`src/rtl/conv_pkg.sv`:
```
// conv_pkg: shared widths, padding-mode constants and sequencer state encoding
package conv_pkg;
  localparam int ADDR_W_DEF  = 16;
  localparam int DIM_W_DEF   = 8;
  localparam int DEPTH_W_DEF = 9;
  localparam int NFILT_W_DEF = 4;
  localparam logic PAD_VALID = 1'b0;
  localparam logic PAD_SAME  = 1'b1;
  typedef enum logic [1:0] {IDLE, RUN, DONE} state_e;
endpackage

```
`src/rtl/step_counter.sv`:
```
// step_counter: loadable up-counter with step, inclusive limit, wrap to init and carry-out
module step_counter #(
  parameter int W = 8
) (
  input  logic         clk,
  input  logic         rst,
  input  logic         load,
  input  logic         en,
  input  logic [W-1:0] init,
  input  logic [W-1:0] step,
  input  logic [W-1:0] max,
  output logic [W-1:0] nxt,
  output logic         co
);
  logic [W-1:0] cnt_q, cnt_d;
  logic         wrap;
  always_comb begin
    wrap  = ({1'b0, cnt_q} + {1'b0, step}) > {1'b0, max};
    cnt_d = load ? init : en ? (wrap ? init : cnt_q + step) : cnt_q;
    co    = en & wrap & ~load;
  end
  assign nxt = cnt_d;
  always_ff @(posedge clk) cnt_q <= rst ? '0 : cnt_d;
endmodule

```
`src/rtl/conv_tap_sequencer.sv`:
```
// conv_tap_sequencer: multi-filter same/valid window tap address sequencer with ready/valid output
module conv_tap_sequencer
  import conv_pkg::*;
#(
  parameter int ADDR_W  = ADDR_W_DEF,
  parameter int DIM_W   = DIM_W_DEF,
  parameter int DEPTH_W = DEPTH_W_DEF,
  parameter int NFILT_W = NFILT_W_DEF
) (
  input  logic               clk,
  input  logic               rst,
  input  logic               start,
  input  logic [DIM_W-1:0]   image_dim,
  input  logic [DEPTH_W-1:0] image_depth,
  input  logic [ADDR_W-1:0]  image_memory_offset,
  input  logic [ADDR_W-1:0]  filter_memory_offset,
  input  logic [1:0]         filter_halfsize,
  input  logic [2:0]         filter_stride,
  input  logic [NFILT_W-1:0] filter_count,
  input  logic               pad_mode,
  output logic               busy,
  output logic               done,
  output logic               tap_valid,
  input  logic               tap_ready,
  output logic [ADDR_W-1:0]  tap_image_addr,
  output logic [ADDR_W-1:0]  tap_filter_addr,
  output logic               tap_pad,
  output logic               tap_first,
  output logic               tap_last,
  output logic [DIM_W-1:0]   out_row,
  output logic [DIM_W-1:0]   out_col,
  output logic [NFILT_W-1:0] out_filter
);
  state_e state_q, state_d;
  logic busy_q, busy_d, done_q, done_d, valid_q, valid_d;
  logic accept, fire, zero, same;
  logic [DIM_W-1:0] dim_q, dim_d, c0, cmax, rix_q, rix_d, cix_q, cix_d, row_d, col_d;
  logic [DEPTH_W-1:0] depth_q, depth_d, ch_d;
  logic [ADDR_W-1:0] ioff_q, ioff_d, foff_q, foff_d;
  logic [1:0] h_q, h_d;
  logic [2:0] s_q, s_d, s_eff, k, kmax, kx_d, ky_d;
  logic [NFILT_W-1:0] nf_q, nf_d, flt_q, flt_d;
  logic mode_q, mode_d;
  logic co_ch, co_kx, co_ky, co_col, co_row, co_flt;
  logic [ADDR_W-1:0] pitch, kd, flen, kstep, sd, sp, base0;
  logic [ADDR_W-1:0] p_q, p_d, wp_q, wp_d, rp_q, rp_d, fb_q, fb_d, fp_q, fp_d, img_q, img_d;
  logic [DIM_W:0] ry, rx, lo, hi;
  logic pad_q, pad_d, first_q, first_d, last_q, last_d;
  always_comb begin
    accept  = state_q == IDLE && start;
    fire    = valid_q && tap_ready;
    dim_d   = accept ? image_dim : dim_q;
    depth_d = accept ? image_depth : depth_q;
    ioff_d  = accept ? image_memory_offset : ioff_q;
    foff_d  = accept ? filter_memory_offset : foff_q;
    h_d     = accept ? filter_halfsize : h_q;
    s_d     = accept ? filter_stride : s_q;
    nf_d    = accept ? filter_count : nf_q;
    mode_d  = accept ? pad_mode : mode_q;
    same    = mode_d == PAD_SAME;
    s_eff   = s_d == 3'd0 ? 3'd1 : s_d;
    k       = {h_d, 1'b1};
    kmax    = {h_d, 1'b0};
    c0      = same ? '0 : DIM_W'(h_d);
    cmax    = same ? dim_d - DIM_W'(1) : dim_d - DIM_W'(1) - DIM_W'(h_d);
    zero    = depth_d == '0 || nf_d == '0 || dim_d == '0 || (!same && dim_d < DIM_W'(k));
    pitch   = ADDR_W'(dim_d) * ADDR_W'(depth_d);
    kd      = ADDR_W'(k) * ADDR_W'(depth_d);
    flen    = ADDR_W'(k) * kd;
    kstep   = pitch - kd + ADDR_W'(1);
    sd      = ADDR_W'(s_eff) * ADDR_W'(depth_d);
    sp      = ADDR_W'(s_eff) * pitch;
    base0   = same ? ioff_d - ADDR_W'(h_d) * (pitch + ADDR_W'(depth_d)) : ioff_d;
  end
  step_counter #(.W(DEPTH_W)) u_ch (
    .clk(clk), .rst(rst), .load(accept), .en(fire), .init('0), .step(DEPTH_W'(1)),
    .max(depth_d - DEPTH_W'(1)), .nxt(ch_d), .co(co_ch)
  );
  step_counter #(.W(3)) u_kx (
    .clk(clk), .rst(rst), .load(accept), .en(co_ch), .init('0), .step(3'd1),
    .max(kmax), .nxt(kx_d), .co(co_kx)
  );
  step_counter #(.W(3)) u_ky (
    .clk(clk), .rst(rst), .load(accept), .en(co_kx), .init('0), .step(3'd1),
    .max(kmax), .nxt(ky_d), .co(co_ky)
  );
  step_counter #(.W(DIM_W)) u_col (
    .clk(clk), .rst(rst), .load(accept), .en(co_ky), .init(c0), .step(DIM_W'(s_eff)),
    .max(cmax), .nxt(col_d), .co(co_col)
  );
  step_counter #(.W(DIM_W)) u_row (
    .clk(clk), .rst(rst), .load(accept), .en(co_col), .init(c0), .step(DIM_W'(s_eff)),
    .max(cmax), .nxt(row_d), .co(co_row)
  );
  step_counter #(.W(NFILT_W)) u_flt (
    .clk(clk), .rst(rst), .load(accept), .en(co_row), .init('0), .step(NFILT_W'(1)),
    .max(nf_d - NFILT_W'(1)), .nxt(flt_d), .co(co_flt)
  );
  always_comb begin
    ry      = {1'b0, row_d} + (DIM_W+1)'(ky_d);
    rx      = {1'b0, col_d} + (DIM_W+1)'(kx_d);
    lo      = (DIM_W+1)'(h_d);
    hi      = {1'b0, dim_d} + (DIM_W+1)'(h_d);
    pad_d   = ry < lo || ry >= hi || rx < lo || rx >= hi;
    first_d = ch_d == '0 && kx_d == '0 && ky_d == '0;
    last_d  = ch_d == depth_d - DEPTH_W'(1) && kx_d == kmax && ky_d == kmax;
    p_d     = p_q;
    wp_d    = wp_q;
    rp_d    = rp_q;
    fb_d    = fb_q;
    fp_d    = fp_q;
    if (accept) begin
      p_d  = base0;
      wp_d = base0;
      rp_d = base0;
      fb_d = foff_d;
      fp_d = foff_d;
    end else if (fire) begin
      if (co_row) begin
        fb_d = fb_q + flen;
        fp_d = fb_d;
        p_d  = base0;
        wp_d = base0;
        rp_d = base0;
      end else if (co_col) begin
        rp_d = rp_q + sp;
        wp_d = rp_d;
        p_d  = rp_d;
        fp_d = fb_q;
      end else if (co_ky) begin
        wp_d = wp_q + sd;
        p_d  = wp_d;
        fp_d = fb_q;
      end else begin
        fp_d = fp_q + ADDR_W'(1);
        p_d  = co_kx ? p_q + kstep : p_q + ADDR_W'(1);
      end
    end
    img_d   = pad_d ? '0 : p_d;
    cix_d   = (accept || (fire && co_col)) ? '0 : (fire && co_ky) ? cix_q + DIM_W'(1) : cix_q;
    rix_d   = (accept || (fire && co_row)) ? '0 : (fire && co_col) ? rix_q + DIM_W'(1) : rix_q;
    state_d = state_q == IDLE ? (start ? (zero ? DONE : RUN) : IDLE)
            : state_q == RUN  ? ((fire && co_flt) ? DONE : RUN)
            : IDLE;
    busy_d  = state_d == RUN;
    valid_d = state_d == RUN;
    done_d  = state_d == DONE;
  end
  always_ff @(posedge clk) begin
    if (rst) begin
      state_q <= IDLE;
      busy_q  <= '0;
      done_q  <= '0;
      valid_q <= '0;
      dim_q   <= '0;
      depth_q <= '0;
      ioff_q  <= '0;
      foff_q  <= '0;
      h_q     <= '0;
      s_q     <= '0;
      nf_q    <= '0;
      mode_q  <= '0;
      p_q     <= '0;
      wp_q    <= '0;
      rp_q    <= '0;
      fb_q    <= '0;
      fp_q    <= '0;
      img_q   <= '0;
      pad_q   <= '0;
      first_q <= '0;
      last_q  <= '0;
      rix_q   <= '0;
      cix_q   <= '0;
      flt_q   <= '0;
    end else begin
      state_q <= state_d;
      busy_q  <= busy_d;
      done_q  <= done_d;
      valid_q <= valid_d;
      dim_q   <= dim_d;
      depth_q <= depth_d;
      ioff_q  <= ioff_d;
      foff_q  <= foff_d;
      h_q     <= h_d;
      s_q     <= s_d;
      nf_q    <= nf_d;
      mode_q  <= mode_d;
      p_q     <= p_d;
      wp_q    <= wp_d;
      rp_q    <= rp_d;
      fb_q    <= fb_d;
      fp_q    <= fp_d;
      img_q   <= img_d;
      pad_q   <= pad_d;
      first_q <= first_d;
      last_q  <= last_d;
      rix_q   <= rix_d;
      cix_q   <= cix_d;
      flt_q   <= flt_d;
    end
  end
  assign busy            = busy_q;
  assign done            = done_q;
  assign tap_valid       = valid_q;
  assign tap_image_addr  = img_q;
  assign tap_filter_addr = fp_q;
  assign tap_pad         = pad_q;
  assign tap_first       = first_q;
  assign tap_last        = last_q;
  assign out_row         = rix_q;
  assign out_col         = cix_q;
  assign out_filter      = flt_q;
endmodule

```
`config.mk`:
```
export PLATFORM = sky130hd
export DESIGN_NAME = conv_tap_sequencer
export DESIGN_NICKNAME = d
export VERILOG_FILES = /design/src/rtl/conv_pkg.sv /design/src/rtl/step_counter.sv /design/src/rtl/conv_tap_sequencer.sv
export SDC_FILE = /design/constraint.sdc
export NUM_CORES = 1
export LEC_CHECK = 0
export ABC_AREA = 1
export CAP_MARGIN = 40
export CORE_MARGIN = 8
export CORE_UTILIZATION = 40
export CTS_CLUSTER_SIZE = 20
export DETAILED_ROUTE_END_ITERATION = 16
export GPL_TIMING_DRIVEN = 0
export HOLD_SLACK_MARGIN = 0.05
export PLACE_DENSITY = 0.66
export SLEW_MARGIN = 20
export SYNTH_ARGS = -nofsm -noshare
export SYNTH_HDL_FRONTEND = slang
export SYNTH_SLANG_ARGS = --single-unit
```
`constraint.sdc`:
```
create_clock -name clk -period 10.5 [get_ports clk]
set_input_delay 2.1 -clock clk [delete_from_list [all_inputs] [get_ports clk]]
set_output_delay 2.1 -clock clk [all_outputs]
set_load 0.02 [all_outputs]
```
* After elaboration in Yosys (flattened, before gate mapping)
Index checks and enable logic that the tools add are counted.
Widths: inputs -> output; s select.
** Word-level totals
- Output and inout port bits :: 58
- Register bits after elaboration :: 213
- Input bits :: 63
- Word-level logic and storage cells :: 190
** Cells by class
- $lt $le $gt $ge :: 11
- Eq/ne operators :: 6
- $add $sub $neg :: 31
- Reduce and logical (&&, ||, !) cells :: 39
- Bitwise operators :: 13
- Multiply operators :: 6
- Muxes and demuxes :: 56
** Operators by type and width (number)
- $mux 16 :: 26
- $mux 8 :: 8
- $add 16x1->16 const B :: 3
- $add 8x3->9 :: 4
- $mux 9 :: 4
- $add 16x16->16 :: 2
- $mul 3x9->12 :: 2
- $mux 3 :: 8
- $ge 9x9->1 :: 2
- $gt 9x8->1 :: 2
- $logic_not 9->1 :: 2
- $lt 9x2->1 :: 2
- $add 16x12->16 :: 1
- $add 16x15->16 :: 1
- $add 16x9->16 :: 1
- $add 8x1->8 const B :: 2
- $add 8x3->8 :: 2
- $mul 2x16->16 :: 1
- $mul 3x16->16 :: 1
- $mul 8x9->16 :: 1
- $sub 16x12->16 :: 1
- $sub 16x16->16 :: 1
- $mul 3x12->15 :: 1
- $mux 2 :: 7
- other kinds (35) :: 77

* Depth between registers and ports, before layout
- Word-level depth :: 22
- Gate-level depth with buffers :: 51
- Mapped depth without buffers :: 48

* Hierarchy
From an unflattened synthesis, not the netlist that was laid out.
** Second synthesis, totals
- Cell total of the unflattened synthesis :: 3612
- Area total of the unflattened synthesis :: 24343.3 um2
** Modules (own cells, without submodules)
- conv_tap_sequencer :: cells an instance 2786, seq. area each 3323.2 um2, instances 1, area an instance 19283.5 um2
- step_counter (u_col ...) :: cells an instance 196, seq. area each 160.2 um2, instances 2, area an instance 1171.1 um2
- step_counter (u_ch) :: cells an instance 221, seq. area each 180.2 um2, instances 1, area an instance 1343.8 um2
- step_counter (u_kx ...) :: cells an instance 63, seq. area each 60.1 um2, instances 2, area an instance 394.1 um2
- step_counter (u_flt) :: cells an instance 87, seq. area each 80.1 um2, instances 1, area an instance 585.6 um2

* Worst setup path before layout
OpenSTA, ideal clock, no wires.
- Kind :: in2reg
- Start :: input start
- End :: register wp_q[14]
- Setup slack :: 0.921 ns
- Data required time :: 10.430 ns
- Library setup time :: 0.070 ns
- Stages :: 46
- Path buffers :: 4
- Arrival :: 9.509 ns
- Cells stage by stage :: nand2_4 -> buf_6 -> buf_6 -> buf_2 -> buf_2 -> nand2_1 -> o21ai_2 -> nand2_1 -> fa_1 -> fa_1 -> inv_1 -> fa_1 -> inv_1 -> fa_1 -> inv_1 -> ha_1 -> nand2_1 -> inv_1 -> [... 10 more ...] -> fa_1 -> inv_1 -> ha_1 -> inv_1 -> nor4_1 -> nand3_1 -> nand3_1 -> nand2_1 -> inv_1 -> nor2_1 -> nor2_1 -> nor2_1 -> xnor2_1 -> nand2_1 -> o21ai_0 -> nor2_1 -> a31o_2 -> a21oi_1
** Between the ends
- Longest elaborated chain between the ends :: 17
- Elaborated cells on any way between the ends :: 48
- Those cells by class :: add/sub (9); mul (4); order compare (5); mux (14); bitwise (11); reduce/logical (5)
** Ends and longest elaborated chain
- start: declaration :: RTL line conv_tap_sequencer.sv:12 : input logic start,
- $logic_and 1x1->1 (*) :: RTL line conv_tap_sequencer.sv:50 : accept = state_q == IDLE && start;
- parallel branches: the longest is 16 deep, another holds $mul 8x9->16
- end signal: assignment :: RTL line conv_tap_sequencer.sv:189 : wp_q <= wp_d;
- end: declaration :: RTL line conv_tap_sequencer.sv:46 : logic [ADDR_W-1:0] p_q, p_d, wp_q, wp_d, rp_q, rp_d, fb_q, fb_d, fp_q, fp_d, img_q, img_d;
Every way passes the cells marked *. The select of a mux whose other input is x is not followed.
A chain may end at the register's enable or synchronous reset.

* Worst setup path in the final report
- Start :: input start
- End :: register rp_q[15]
** Between the ends
- Longest elaborated chain between the ends :: 17
- Elaborated cells on any way between the ends :: 45
- Those cells by class :: add/sub (8); mul (3); order compare (5); mux (13); bitwise (11); reduce/logical (5)
** Ends and longest elaborated chain
- $logic_and 1x1->1 (*) :: RTL line conv_tap_sequencer.sv:50
- parallel branches: the longest is 16 deep, another holds $mul 8x9->16
- end signal: assignment :: RTL line conv_tap_sequencer.sv:190 : rp_q <= rp_d;
- end: declaration :: RTL line conv_tap_sequencer.sv:46
Marks and branches as above.

==> impl_metrics.ini <==
[worst_setup_path]
crit_top_cell = nand2_1
crit_type = primary input to register
cp_max_fo = 10
required_ns = 10.89
slowest_delay_ns = 0.56
cpMaxStageDelayCell = fa_1
startpoint_type = primary input
critPathArrivalTime_ns = 10.45
endpoint_kind = register

[sta]
slew_headroom = 0.4123
drv_slew = 0
hold_ws_ns = 0.4839
period_share = 0.9578
fin_ws_ns = 0.4433
worst_pin_slew_ns = 0.8815
skew_ns = 0.01853
fmax_mhz = 99.44
min_period_ns = 10.06
hold_viol_final = 0
setup_viol = 0

[final_layout]
layout.nets = 3904
drive_gt1_frac = 0.06993
layout_commonest_cell = nand2_1
area_delta_synth_final_pct = 15.49
final_util = 0.4639
layout_common_cells = nand2_1 (736), inv_1 (498), nor2_1 (356)
diodes = 0

[placement]
dp_slack_ns = -1.950
io_buffers = 120
dpl.hpwl_mm = 68.61
globalplace.congestion = 1.000

[clock_network]
path_clk_slew_ns = 0.09
cts_buffers = 17
clock_latency_ns = 0.52
clockBufferDepth = 2
cts_root_buf = clkbuf_16
cts_sinks = 197
cts_tree = built
cts_htree_levels = 4

[floorplan]
initial_core_util = 0.4017
die_h_um = 253.3
die_area_um2 = 64140
io_pins = 121
die_w_um = 253.3
fp-row-count = 87
coreArea_um2 = 56060

[synth]
yosys_warnings = 0
seq_area_frac_synth = 0.1752
syn-num-nets = 3722
avgSynthCellArea_um2 = 6.836
synth_cell_type_count = 65
netlist_area_um2 = 22520
netlist_instances = 3294
synthArstFlopShare = 0
ys_ff_latch = 197
synth_edf_count = 0
synth_flop_cell = dfxtp_1

[job]
drv_cap = 0

[route]
wire_per_inst_um = 19.74
drt_wl_total_mm = 83.78
drcViolationCount = 0
via_per_inst = 5.321
drtIter0Drc = 2043
drt_first_pass_iters = 6
via_count = 22590
drt.antenna.violating_nets = 0

[global_route]
first_global_vias = 21830
gr-usage-all-layers = 0.2614
overflow = 0
grt_pass1_wl_mm = 127.9
grt_max_degree = 20
antenna_found_initial = 1

[outcome]
status = completed

[min_path]
hp-class = register to register
final cells by class:
class | instances | area, µm²
fill | 5817 | 30060
multi-input combinational | 2468 | 16410
sequential | 197 | 3944
inverter | 520 | 1986
timing repair buffer | 170 | 1602
tap | 756 | 945.9
buffer | 102 | 494.2
clock buffer | 18 | 439.2
clock inverter | 14 | 187.7
critical path: cells and delay by family:
kind,cells,cell delay [ns]
adder cells (fa/ha/maj),8,3.63
XOR/XNOR,2,0.43
AND/OR/NAND/NOR,16,1.87
buffers and inverters,12,1.32
AO/OA/AOI/OAI,6,1.10
Yosys cell counts, types with 29 or more instances:
master	instances	area (µm²)
xnor2_1	36	315.3
a31oi_1	42	262.8
nand2_1	742	2785
inv_1	505	1896
a21oi_1	168	840.8
o21ai_0	165	825.8
ha_1	217	2715
fa_1	148	2963
dfxtp_1	197	3944
nand3_1	187	935.9
xor2_1	116	1016
clkbuf_1	80	300.3
nor2_1	364	1366
nand4_1	29	181.4
o211ai_1	35	262.8
or2_2	29	181.4
path summary, 6_finish.rpt:
kind	startpoint	end	slack, ns	cells after the start
worst max register to register	state_q[0]	rp_q[15]	1.56	43
worst max-delay path	start	rp_q[15]	0.44	44
worst min-delay path	rp_q[0]	rp_q[0]	0.48	2
worst min register to register	rp_q[0]	rp_q[0]	0.48	2
repair_timing:
action                                  4_1_cts  5_1_grt
setup buffers                                12       16
endpoints found under the setup margin       43       31
pin swaps                                     4        6
gates resized for setup                      40       52
hold buffers                                  0        0
cell families (layout without fill, tap and decap cells):
logic type	Yosys count	after routing	share of synthesized area
AOI/OAI and AO/OA	515	515	0.1329
xor gates and xnor gates	152	152	0.05912
adders and majority gates	365	365	0.2522
buffers and inverters	629	824	0.1082
DFF	197	197	0.1751
muxes	11	11	0.004890
and+or+nand+nor	1425	1425	0.2676
metrics by stage:
step	TNS (ns)	std cells	cell area, µm²
final	0	4245	26000
after CTS	0	4230	25690
after detailed placement	-51.79	4191	24850
after global routing	-0.01461	4245	26000
after global placement	-62.87	4170	24660
after floorplan	0	3294	22520
layer usage:
metal | global-route usage | vias up | share of wire
met4 | 0.1461 | 0 | 0.058
met2 | 0.4165 | 892 | 0.44
li1 | - | 10920 | -
met1 | 0.3256 | 10580 | 0.42
met3 | 0.05664 | 194 | 0.081
met5 | 0 | - | 0
flip-flops by register name, summed over array words and instances (netlist names), 9 cells and up:
signal           flops
fb_q                16
ioff_q              16
p_q                 16
rp_q                16
tap_filter_addr     16
tap_image_addr      16
wp_q                16
depth_q              9
u_ch.cnt_q           9
Power is left out: the tool's default activity adds up to more than one toggle a clock period on the data nets, which glitch-free logic cannot reach.
